[src/rtl/sort_run_sequencer.sv]
// Run sequencer: loads N_WORDS into data memory with the core held in reset, runs the core until it
// stores to DONE_ADDR (or MAX_CYCLES expire), then dumps memory. Optional macro: SORT_RESULT_CHECK_EN.
module sort_run_sequencer #(
  parameter int          N_WORDS    = 40,
  parameter int          ADDR_W     = 10,
  parameter logic [31:0] DONE_ADDR  = 32'h3FC,
  parameter int          MAX_CYCLES = 100000
) (
  input  logic              clk,
  input  logic              rst,
  input  logic              start,
  input  logic              load_valid,
  input  logic [31:0]       load_data,
  output logic              load_ready,
  output logic              dump_valid,
  output logic [31:0]       dump_data,
  input  logic              dump_ready,
  output logic              core_rst_n,
  input  logic              core_mem_we,
  input  logic [31:0]       core_mem_addr,
  output logic              mem_sel,
  output logic              mem_we,
  output logic [ADDR_W-1:0] mem_addr,
  output logic [31:0]       mem_wd,
  input  logic [31:0]       mem_rd,
  output logic              busy,
  output logic              done,
  output logic              timeout,
  output logic [31:0]       run_cycles,
  output logic              sort_err
);

  typedef enum logic [2:0] {
    S_IDLE,
    S_LOAD,
    S_RUN,
    S_DUMP,
    S_FIN
  } state_e;

  localparam logic [ADDR_W-1:0] LAST_IDX  = ADDR_W'(N_WORDS - 1);
  localparam logic [31:0]       LIMIT_CNT = 32'(MAX_CYCLES - 1);

  state_e            state_q, state_d;
  logic [ADDR_W-1:0] idx_q, idx_d;
  logic [31:0]       run_cycles_q, run_cycles_d;
  logic              timeout_q, timeout_d;

  logic start_acc;
  logic load_acc;
  logic dump_xfer;
  logic done_hit;
  logic limit_hit;
  logic at_last;

  assign start_acc = (state_q == S_IDLE) && start;
  assign load_acc  = (state_q == S_LOAD) && load_valid;
  assign dump_xfer = (state_q == S_DUMP) && dump_ready;
  assign done_hit  = core_mem_we && (core_mem_addr == DONE_ADDR);
  assign limit_hit = (run_cycles_q == LIMIT_CNT);
  assign at_last   = (idx_q == LAST_IDX);

  // NOTE: sequential state uses non-blocking (<=) so every register samples pre-edge values.
  always_ff @(posedge clk or posedge rst) begin
    if (rst) begin
      state_q      <= S_IDLE;
      idx_q        <= '0;
      run_cycles_q <= '0;
      timeout_q    <= 1'b0;
    end else begin
      state_q      <= state_d;
      idx_q        <= idx_d;
      run_cycles_q <= run_cycles_d;
      timeout_q    <= timeout_d;
    end
  end

  // NOTE: every comb output gets a default up front so no path leaves it unassigned (no latches).
  always_comb begin
    state_d      = state_q;
    idx_d        = idx_q;
    run_cycles_d = run_cycles_q;
    timeout_d    = timeout_q;
    unique case (state_q)
      S_IDLE: begin
        if (start_acc) begin
          state_d      = S_LOAD;
          idx_d        = '0;
          run_cycles_d = '0;
          timeout_d    = 1'b0;
        end
      end
      S_LOAD: begin
        if (load_acc) begin
          if (at_last) begin
            state_d = S_RUN;
            idx_d   = '0;
          end else begin
            idx_d = idx_q + 1'b1;
          end
        end
      end
      S_RUN: begin
        if (run_cycles_q != '1) run_cycles_d = run_cycles_q + 32'd1;
        // A completion store in the limit cycle counts as a normal finish.
        if (done_hit) begin
          state_d = S_DUMP;
        end else if (limit_hit) begin
          state_d   = S_DUMP;
          timeout_d = 1'b1;
        end
      end
      S_DUMP: begin
        if (dump_xfer) begin
          if (at_last) begin
            state_d = S_FIN;
            idx_d   = '0;
          end else begin
            idx_d = idx_q + 1'b1;
          end
        end
      end
      S_FIN:   state_d = S_IDLE;
      default: state_d = S_IDLE;
    endcase
  end

  always_comb begin
    load_ready = 1'b0;
    dump_valid = 1'b0;
    core_rst_n = 1'b0;
    mem_sel    = 1'b1;
    mem_we     = 1'b0;
    busy       = (state_q != S_IDLE);
    done       = 1'b0;
    unique case (state_q)
      S_LOAD: begin
        load_ready = 1'b1;
        mem_we     = load_valid;
      end
      S_RUN: begin
        core_rst_n = 1'b1;
        mem_sel    = 1'b0;
      end
      S_DUMP:  dump_valid = 1'b1;
      S_FIN:   done       = 1'b1;
      default: ;
    endcase
  end

  assign mem_addr   = idx_q;
  assign mem_wd     = load_data;
  assign dump_data  = mem_rd;
  assign timeout    = timeout_q;
  assign run_cycles = run_cycles_q;

`ifdef SORT_RESULT_CHECK_EN
  logic [31:0] prev_q;
  logic        sort_err_q;

  // idx==0 marks the first transfer of a dump, which has no predecessor to compare against.
  always_ff @(posedge clk or posedge rst) begin
    if (rst) begin
      prev_q     <= '0;
      sort_err_q <= 1'b0;
    end else if (start_acc) begin
      sort_err_q <= 1'b0;
    end else if (dump_xfer) begin
      prev_q <= mem_rd;
      if ((idx_q != '0) && (mem_rd < prev_q)) sort_err_q <= 1'b1;
    end
  end

  assign sort_err = sort_err_q;
`else
  assign sort_err = 1'b0;
`endif

endmodule

[config.mk]
export PLATFORM = sky130hd
export DESIGN_NAME = sort_run_sequencer
export DESIGN_NICKNAME = d
export VERILOG_FILES = /design/src/rtl/sort_run_sequencer.sv
export SDC_FILE = /design/constraint.sdc
export NUM_CORES = 1
export LEC_CHECK = 0
export CAP_MARGIN = 20
export CORE_ASPECT_RATIO = 2
export CORE_MARGIN = 4
export CORE_UTILIZATION = 40
export CTS_CLUSTER_DIAMETER = 80
export DETAILED_ROUTE_END_ITERATION = 10
export GPL_TIMING_DRIVEN = 1
export MAX_ROUTING_LAYER = met4
export PLACE_DENSITY = 0.88
export REMOVE_ABC_BUFFERS = 1
export SETUP_SLACK_MARGIN = 0.3
export SYNTH_ARGS = -nofsm -noshare
export SYNTH_HDL_FRONTEND = slang
export SYNTH_SLANG_ARGS = --single-unit
export TNS_END_PERCENT = 30
[constraint.sdc]
create_clock -name clk -period 4.2 [get_ports clk]
set_input_delay 0.42 -clock clk [delete_from_list [all_inputs] [get_ports clk]]
set_output_delay 0.42 -clock clk [all_outputs]
set_load 0.05 [all_outputs]
* After elaboration in Yosys (flattened, before gate mapping)
Cells that the tools add are included.
** Storage, ports and cells
- Bits in registers :: 46
- Bits of input ports :: 102
- Output and inout port bits :: 115
- Word-level logic and storage cells :: 61
** Cells by class
- $add $sub $neg :: 2
- Equal/unequal tests :: 17
- Muxes and demuxes :: 26
- Reductions and logical operators :: 12
** Operators by type and width (count)
- $mux W32 :: 2
- $pmux W32 S2 :: 1
- $mux W10 :: 4
- $add A32 B1 Y32 const B :: 1
- $eq A32 B10 Y1 const B :: 1
- $eq A32 B17 Y1 const B :: 1
- $ne A32 B32 Y1 const B :: 1
- $pmux W10 S3 :: 1
- $mux W3 :: 7
- $ne A2 B2 Y1 const B :: 8
- $pmux W3 S4 :: 1
- $add A10 B1 Y10 const B :: 1
- $eq A10 B6 Y1 const B :: 1
- $mux W1 :: 9
- $reduce_and A4 Y1 :: 2
- $eq A3 B2 Y1 const B :: 2
- $reduce_and A6 Y1 :: 1
- $reduce_bool A3 Y1 :: 2
- $logic_and A1 B1 Y1 :: 4
- $eq A3 B1 Y1 const B :: 1
- $eq A3 B3 Y1 const B :: 1
- $logic_not A3 Y1 :: 1
- $ne A3 B3 Y1 const B :: 1
- $reduce_and A3 Y1 :: 1
- other kinds (2) :: 2

* Depth between registers and ports, before layout
- Depth after elaboration :: 4
- Mapped depth :: 8
- Mapped depth without buffers :: 6

* Worst setup path after synthesis
OpenSTA, ideal clock, no wires.
- Path type :: register to register
- Start :: register run_cycles_q[0], in the netlist run_cycles[0]
- End :: register run_cycles_q[30], in the netlist run_cycles[30]
- Arrival time :: 2450 ps
- Required time :: 4080 ps
- Path slack :: 1629 ps
- Stages on the path, launching flop included :: 8
- Period minus slack after synthesis :: 2571 ps
- Cells stage by stage :: dfrtp_1 > ha_1 > nand3_1 > or4_1 > clkbuf_2 > nor4_2 > a31oi_1 > a41o_1
** On the way
- Longest elaborated chain between the ends :: 3
- Elaborated cells on any way between the ends :: 6
- Those cells by class :: add/sub (1); eq/ne (2); mux (2); reduce/logical (1)
** Ends and longest elaborated chain
- from (decl) :: RTL line 46 : logic [31:0] run_cycles_q, run_cycles_d;
- from (signal assigned) :: RTL line 73 : run_cycles_q <= run_cycles_d;
- $add A32 B1 Y32 / $ne A32 B32 Y1 (equally long branches) :: RTL line 104 : if (run_cycles_q != '1) run_cycles_d = run_cycles_q + 32'd1;
- $mux W32 / $ne A2 B2 Y1 (equally long branches)
- $pmux W32 S2 / $reduce_and A3 Y1 (equally long branches)
Several ways; a longest one is shown, not always the timed one. The select of a mux whose other input is x is not followed.
A chain may end at the register's enable or synchronous reset.

* Worst setup path in the final report
- Start :: register state_q[2]
- End :: output port core_rst_n
** On the way
- Longest elaborated chain between the ends :: 2
** Ends and longest elaborated chain
- from (decl) :: RTL line 44 : state_e state_q, state_d;
- from (signal assigned) :: RTL line 71 : state_q <= state_d;
- $eq A3 B2 Y1 :: RTL line 136 : unique case (state_q)
- $mux W1 :: RTL line 136
- to (decl) :: RTL line 18 : output logic core_rst_n,
Every way passes these cells.

==> flow_metrics.tcl <==
set metrics [dict create \
    rsz0062_at_grt "false" \
    ir_drop_uv 417 \
    avgRoutedWirePerCell_microns 32.2 \
    die_h_microns 136 \
    yosysWarnings 0 \
    worst_slew_pin_slew_ns 0.908 \
    antenna_found_initial 0 \
    grt_use_total_pct 34.1 \
    power.leakage_nw 1.50 \
    required_ns 3.78 \
    synth_cell_types 51 \
    slowest_stage "clkdlybuf4s50_1" \
    multiInputGateArea_sq_mm 0.00155 \
    stdcell_area_sq_mm 0.00390 \
    avgViaCountPerCell 6.43 \
    regToRegSetupSlack_ns 1.58 \
    postCtsSetupRepairBufs 0 \
    place_area_sq_mm 0.00375 \
    grt_pass1_vias 3187 \
    synth.avg_cell_area_sq_um 8.38 \
    rows 46 \
    finalHoldViolCount 0 \
    drt-initial-drc-count 187 \
    hp-class "reg -> reg" \
    status "finished, final reports clean" \
    core_area_sq_mm 0.00794 \
    grt_pass1_wl_mm 22.6 \
    nets 513 \
    instances_no_fill 506 \
    clock_tree.buffer_depth 2 \
    worstSetupEndpointType "primary output" \
    clockRootBuffer "clkbuf_16" \
    worstPathArrival_ns 2.29 \
    cts_resized 0 \
    diodes 0 \
    final.min_clock_period_ns 2.71 \
    syn2layout_area_growth_pct 18.7 \
    finalCritPeriodShare_pct 64.5 \
    start_util_pct 41.3 \
    ant_nets 0 \
    ys_seq_area_share_pct 35.1 \
    grt_max_degree 47 \
    startpoint_type "flip-flop" \
    grt_overflow 0 \
    pwr-share-comb_pct 24.1 \
    portBuffers 87 \
    drt_first_pass_iters 5 \
    path_cells "nor2_1, nand2_1, inv_1, clkdlybuf4s50_1" \
    worst-path-max-fanout 8 \
    final_core_util_pct 49.1 \
    htree_levels 2 \
    gp_congestion 0.900 \
    clk_pin_slew_ns 0.07 \
    seq_area_sq_mm 0.00115 \
    seq_power_share_pct 42.9 \
    dp.cells 498 \
    critical-path-max-stage-delay_ns 0.84 \
    die_x_microns 72.1 \
    synth_ff_type "dfrtp_1" \
    fillers 742 \
    finClkSkew_ns 0.00391 \
    io_pins 217 \
    synthArstFlopShare_pct 100 \
    slew-limit-headroom_pct 39.5 \
    fmax_mhz 369 \
    switching_power_uw 422 \
    wl_mm 16.3 \
    hold_buffers 0 \
    ys_ff_latch 46 \
    clock_latency_ns 0.29 \
    vias 3253 \
    cts_tree "built" \
    wl_met1_mm 3.52 \
    die_area_sq_mm 0.00981 \
    setup_viol 0 \
    clockPowerShare_pct 32.9 \
    hpwl_mm 13.2 \
    power_density_mw_per_mm2 322 \
    final_max_slew_viol_count 0 \
    internal_power_uw 833 \
    drc 0 \
    worst-setup-path-type "reg -> out" \
    cts_made_buffers 5 \
    routed-wl-met2_mm 7.79 \
    p_sw_share_pct 33.7 \
    synth.cell_area_sq_mm 0.00328 \
    synth-edff-count 0 \
    syn_inst 392 \
    drv_cap 0 \
    whs_path_depth 2 \
    rr_worst_depth 6 \
    finalSetupTns_ns 0 \
    clock_sinks 46 \
    highest_layer "met4" \
    drive_gt1_share_pct 5.12 \
    dr_wl_met3_mm 2.63 \
]
## critical path: cells and delay by family (launching register included)
family                 cells  cell delay (ns)
buffers and inverters      2             1.01
AND/OR/NAND/NOR            2             0.51
flip-flops                 1             0.47
## synthesized netlist by cell type, types with 6 or more instances
| cell type | n | area [sq um] |
|---|---|---|
| a21oi_1 | 16 | 80.1 |
| nor4_1 | 13 | 81.3 |
| nand2b_1 | 7 | 43.8 |
| o31ai_1 | 10 | 75.1 |
| o21ai_0 | 27 | 135 |
| nand2_1 | 32 | 120 |
| nor2_1 | 26 | 97.6 |
| nand3_1 | 17 | 85.1 |
| or4_1 | 12 | 90.1 |
| or3_1 | 13 | 81.3 |
| nand4_1 | 13 | 81.3 |
| and3_1 | 9 | 56.3 |
| clkbuf_1 | 10 | 37.5 |
| buf_4 | 65 | 488 |
| dfrtp_1 | 46 | 1150 |
| xnor2_1 | 6 | 52.6 |
| inv_1 | 7 | 26.3 |
## per-stage QoR
step	power [mW]	worst slack (ns)	hold WS [ns]
floorplan	0.711	1.58	0.503
global placement	0.840	1.54	0.487
detailed placement	0.845	1.49	0.491
CTS	1.26	1.51	0.515
global route	1.29	1.37	0.567
finish	1.26	1.49	0.512
## area by class of cell
type,instances,area share [%]
multi-input cells,258,39.8
flip-flops and latches,46,29.5
repair buffers,91,23.1
clock buffers,7,3.66
well taps,96,3.08
inverters,7,0.674
clock inverters,1,0.128
## power groups by stage
stage / clock network, mW / registers [mW] / logic, mW
2_1_floorplan: 0 / 0.651 / 0.0597
3_3_place_gp: 0 / 0.543 / 0.297
3_5_place_dp: 0 / 0.542 / 0.303
4_1_cts: 0.418 / 0.536 / 0.304
5_1_grt: 0.432 / 0.546 / 0.316
6_report: 0.414 / 0.539 / 0.303
## routing by layer
layer | vias up | GRT usage (%)
met4 | 0 | 38.6
met1 | 1533 | 22.2
met5 | - | -
met2 | 219 | 53.9
met3 | 104 | 20.8
li1 | 1397 | -
## worst paths after layout
path                                from        endpoint
min reg2reg                      timeout         timeout
max reg2reg                run_cycles[0]   run_cycles[4]
min in group asynchronous            rst      state_q[2]
max                           state_q[2]      core_rst_n
min                              timeout         timeout
max in group asynchronous            rst  run_cycles[28]
## state kept, by name, summed over array words and instances (netlist names)
name,flops
mem_addr,10
state_q,3
run_cycles,32
timeout,1
## kinds of logic (layout without fill, tap and decap cells)
logic type               count (synthesis)  count (layout)  synth area share [%]
AND/OR/NAND/NOR                        165             165                  27.7
buffers and inverters                   88             106                  17.7
AO/OA/AOI/OAI                           81              81                  16.1
flip-flops                              46              46                  35.1
XOR/XNOR                                 6               6                  1.60
multiplexers                             3               3                 0.915
adder cells (fa/ha/maj)                  2               2                 0.762
other                                    1               1                 0.114
## cells in the final DEF, fill, tap and decap left out, types with 3 or more instances in the layout
master	netlist	final
a21oi_1	16	16
a31oi_1	3	3
and3_1	9	9
buf_4	65	4
clkbuf_16	0	5
clkdlybuf4s50_1	0	87
dfrtp_1	46	46
inv_1	7	7
mux2i_1	3	3
nand2_1	32	32
nand2b_1	7	7
nand3_1	17	17
nand4_1	13	13
nor2_1	26	26
nor2b_1	4	4
nor3_1	4	4
nor4_1	13	13
o21a_1	3	3
o21ai_0	27	27
o31ai_1	10	10
o41ai_1	3	3
or3_1	13	13
or4_1	12	12
xnor2_1	6	6
No activity file was read; power rests on OpenSTA's default activity.
